===== config.mk =====
export PLATFORM = sky130hd
export DESIGN_NAME = bb_phase_detector
export DESIGN_NICKNAME = d
export VERILOG_FILES = /design/src/rtl/bb_phase_detector.sv
export SDC_FILE = /design/constraint.sdc
export NUM_CORES = 1
export LEC_CHECK = 0
export CELL_PAD_IN_SITES_DETAIL_PLACEMENT = 1
export CELL_PAD_IN_SITES_GLOBAL_PLACEMENT = 2
export CORE_ASPECT_RATIO = 0.8
export CORE_MARGIN = 5
export CORE_UTILIZATION = 35
export CTS_BUF_LIST = sky130_fd_sc_hd__clkbuf_8
export DETAILED_ROUTE_END_ITERATION = 8
export GPL_ROUTABILITY_DRIVEN = 0
export GPL_TIMING_DRIVEN = 0
export PLACE_DENSITY = 0.74
export SETUP_SLACK_MARGIN = 0.15
export SLEW_MARGIN = 10
export SYNTH_ARGS = -nofsm -noshare
export SYNTH_HDL_FRONTEND = slang
export SYNTH_SLANG_ARGS = --single-unit
export TNS_END_PERCENT = 50

===== constraint.sdc =====
create_clock -name clk -period 2.35 [get_ports clk]
set_clock_uncertainty 0.05 [all_clocks]
set_input_delay 0.5875 -clock clk [delete_from_list [all_inputs] [get_ports clk]]
set_output_delay 0.5875 -clock clk [all_outputs]
set_load 0.05 [all_outputs]

===== src/rtl/bb_phase_detector.sv =====
// Bang-bang phase detector: votes early/late from data/edge samples and issues
// single-cycle inc/dec corrections to a phase rotator, with holdoff and lock detect.
module bb_phase_detector #(
   parameter int THRESH   = 4,
   parameter int HOLDOFF  = 8,
   parameter int LOCK_WIN = 64
) (
   input  logic clk,
   input  logic rst,
   input  logic samp_valid,
   input  logic samp_data,
   input  logic samp_edge,
   output logic inc,
   output logic dec,
   output logic lock
);

   // state | meaning
   // PRIME | waiting for the first valid sample to seed d_prev
   // TRACK | accumulating up/down votes toward +/-THRESH
   // HOLD  | correction just issued; votes discarded for HOLDOFF cycles
   typedef enum logic [1:0] {PRIME, TRACK, HOLD} state_t;

   localparam int AW = $clog2(THRESH + 1) + 1;
   localparam int LW = $clog2(LOCK_WIN + 1);

   localparam logic signed [AW-1:0] ACC_ONE = AW'(1);
   localparam logic signed [AW-1:0] THR_POS = AW'(THRESH);
   localparam logic signed [AW-1:0] THR_NEG = AW'(-THRESH);
   localparam logic [LW-1:0]        LOCK_MAX = LW'(LOCK_WIN);
   localparam logic [7:0]           HOLD_LOAD = 8'(HOLDOFF);

   state_t                 state;
   logic                   d_prev;
   logic signed [AW-1:0]   acc;
   logic [7:0]             hold_cnt;
   logic [LW-1:0]          lock_cnt;

   logic                   transition;
   logic                   up_vote;
   logic                   dn_vote;
   logic signed [AW-1:0]   acc_upd;
   logic [LW-1:0]          lock_next;

   // A transition whose edge sample still matches the old bit means the clock is early.
   assign transition = samp_data ^ d_prev;
   assign up_vote    = transition & (samp_edge == d_prev);
   assign dn_vote    = transition & (samp_edge == samp_data);

   always_comb begin
      acc_upd = acc;
      if (up_vote)
         acc_upd = acc + ACC_ONE;
      else if (dn_vote)
         acc_upd = acc - ACC_ONE;
   end

   assign lock_next = (lock_cnt == LOCK_MAX) ? lock_cnt : lock_cnt + LW'(1);

   always_ff @(posedge clk or negedge rst) begin
      if (!rst) begin
         state    <= PRIME;
         d_prev   <= 1'b0;
         acc      <= '0;
         hold_cnt <= '0;
         lock_cnt <= '0;
         inc      <= 1'b0;
         dec      <= 1'b0;
         lock     <= 1'b0;
      end else begin
         inc <= 1'b0;
         dec <= 1'b0;
         case (state)
            PRIME: begin
               if (samp_valid) begin
                  d_prev <= samp_data;
                  state  <= TRACK;
               end
            end
            TRACK: begin
               if (samp_valid) begin
                  d_prev <= samp_data;
                  if ((acc_upd == THR_POS) || (acc_upd == THR_NEG)) begin
                     acc      <= '0;
                     inc      <= (acc_upd == THR_POS);
                     dec      <= (acc_upd == THR_NEG);
                     hold_cnt <= HOLD_LOAD;
                     lock_cnt <= '0;
                     lock     <= 1'b0;
                     state    <= HOLD;
                  end else begin
                     acc      <= acc_upd;
                     lock_cnt <= lock_next;
                     lock     <= (lock_next == LOCK_MAX);
                  end
               end
            end
            HOLD: begin
               // Counter runs every clk regardless of samp_valid.
               hold_cnt <= hold_cnt - 8'd1;
               if (hold_cnt == 8'd1)
                  state <= TRACK;
               if (samp_valid) begin
                  d_prev   <= samp_data;
                  lock_cnt <= lock_next;
                  lock     <= (lock_next == LOCK_MAX);
               end
            end
            default: state <= PRIME;
         endcase
      end
   end

endmodule


==> results_dict.tcl <==
set metrics [dict create \
    ir_worst_vdd_mv 0.647 \
    finalCritPeriodShare 0.933 \
    clk_pin_slew_ns 0.10 \
    grt_pass1_wl_mm 6.79 \
    drt-pass1-iter-count 4 \
    track_usage 0.142 \
    cp_max_fo 5 \
    nets 205 \
    dp_hpwl_mm 2.66 \
    ys_seq_area_frac 0.402 \
    p_leak_nw 0.831 \
    p_switching_mw 0.956 \
    grt_max_degree 26 \
    intPower_mw 1.34 \
    synth_cells 168 \
    vias_per_cell 5.33 \
    setup-violations-final 0 \
    antenna_found_initial 0 \
    worstPathArrival_ns 2.30 \
    power_mw 2.30 \
    ys_top_cells_by_area "dfrtp_1, ha_1, nand2_1" \
    detail-route-antenna-nets 0 \
    clock_path_buffers 2 \
    startpoint "acc[0]" \
    cts_max_level 1 \
    vias 1333 \
    synth_seq_cells 25 \
    overflow 0 \
    die_w_um 84.6 \
    p_per_area_mw_per_mm2 1200 \
    clkPwrFrac 0.121 \
    start_kind "register" \
    syn_nets 179 \
    ys.flop_type "dfrtp_1" \
    syn_area_mm2 0.00156 \
    drtIter0Drc 47 \
    ctsHoldBuffers 0 \
    finalHoldViolCount 0 \
    postSynthAreaPerCell_um2 9.27 \
    clkLatencyLatePin_ns 0.28 \
    core_mm2 0.00426 \
    grt_pass1_vias 1390 \
    hold_class "in2async" \
    clock-sinks 25 \
    synth_top_area_frac 0.402 \
    rsz0062_at_grt "true" \
    avgRoutedWirePerCell_um 15.9 \
    swShare 0.416 \
    cts_tree "built" \
    drc 0 \
    rows 21 \
    n_antenna_cell 0 \
    reg2regPathDepth 9 \
    pwr-share-seq 0.336 \
    drive_gt1_frac 0.264 \
    r2r_start "acc[0]" \
    maxCapViolCount 0 \
    fmax_mhz 456 \
    portBuffers 6 \
    cts_made_buffers 3 \
    area_delta_synth_final_pct 23.1 \
    final_core_util 0.451 \
    worstSetupEndpointType "register" \
    yosys_warnings 0 \
    worst_pin_slew_ns 0.697 \
    ys_types 45 \
    start_util 0.366 \
    yosysTopAreaCell "dfrtp_1" \
    status "complete, no violations" \
    fp.dieArea_mm2 0.00589 \
    cts_root_buf "clkbuf_8" \
    required_ns 2.46 \
    layout_setup_ws_ns 0.158 \
    ys_async_sr_fraction 1.00 \
    boundaryPins 8 \
    relSlewSlack 0.532 \
    pre_cts_slack_ns -0.284 \
    synth_edf_count 0 \
    finalCriticalPeriod_ns 2.19 \
    wirelength_mm 3.98 \
    critical_path_class "reg2reg" \
    pwr-share-comb 0.543 \
    maxSlewViolCount 0 \
    synth_common_cells "dfrtp_1, nand2_1, a21oi_1, nor2_1" \
    die_h_um 69.7 \
    synth.most_common_cell "dfrtp_1" \
    hold_slack_ns 0.245 \
]
[per-layer routing]
layer / track usage / share of wire / up-vias
met3: 0.0309 / 0.024 / 6
met5: 0 / 0 / -
met1: 0.185 / 0.47 / 658
met2: 0.235 / 0.50 / 19
met4: 0.0439 / 0.013 / 0
li1: - / - / 650
[per-stage QoR]
step,instances,TNS [ns],instance area [µm²]
5_1_grt,250,0,1920
2_1_floorplan,168,0,1560
3_5_place_dp,231,-5.01,1690
4_1_cts,244,0,1850
6_report,250,0,1920
3_3_place_gp,231,-4.23,1690
[final timing paths]
check	slack, ns	end
min reg2reg	0.47	lock
max in group asynchronous	1.58	lock_cnt[1]
max reg2reg	0.16	lock_cnt[3]
max	0.16	lock_cnt[3]
min in group clk	0.47	lock
min	0.25	acc[0]
[power by group through the flow]
stage | logic [mW] | registers, mW | clock network [mW]
floorplan | 0.734 | 0.744 | 0
global placement | 0.879 | 0.771 | 0
detailed placement | 0.936 | 0.784 | 0
CTS | 1.14 | 0.762 | 0.287
global route | 1.39 | 0.798 | 0.303
finish | 1.25 | 0.770 | 0.278
[cell usage in the layout, fill, tap and decap left out, types with 4 or more instances in the layout]
cell / count
a21oi_1: 11
dfrtp_1: 23
clkdlybuf4s50_1: 4
buf_2: 4
and3_1: 4
buf_6: 5
nand2_1: 16
ha_1: 4
inv_1: 5
xnor2_1: 5
or2_2: 4
mux2i_1: 4
o21ai_0: 4
a31oi_1: 4
nor2_1: 11
nand3_1: 7
buf_4: 14
[sequential cells by signal (all words and copies together) (netlist names)]
| signal | count |
|---|---|
| hold_cnt | 8 |
| acc | 4 |
| d_prev | 1 |
| inc | 1 |
| lock | 1 |
| dec | 1 |
| state | 2 |
| lock_cnt | 7 |
[final cells by class]
class	count	area, µm²
inverter	8	32.5
timing repair buffer	21	170
sequential	25	628
clock buffer	3	41.3
fill	513	2340
tap	57	71.3
clock inverter	1	7.51
buffer	7	60.1
multi-input combinational	128	907
[logic make-up after synthesis]
kind of cell	synth area share
buffers and inverters	0.0538
and+or+nand+nor	0.237
muxes	0.0329
DFF	0.402
adders and majority gates	0.0482
xor gates and xnor gates	0.0610
AOI/OAI and AO/OA	0.165
[worst max-delay path, stage by stage, from the launching register on]
cell	delay, ns
dfrtp_1	0.42
inv_2	0.09
ha_4	0.22
xnor2_4	0.13
or3_4	0.34
a311oi_2	0.31
nand2_2	0.13
buf_6	0.16
a31oi_1	0.16
a31oi_1	0.06
[what timing repair did]
item                       CTS  global route
setup endpoints to repair   20            17
setup buffers                8             6
cloned                       1             0
resized for setup           13             8
pin swaps                    6             6
(Power assumes the default switching activity.)
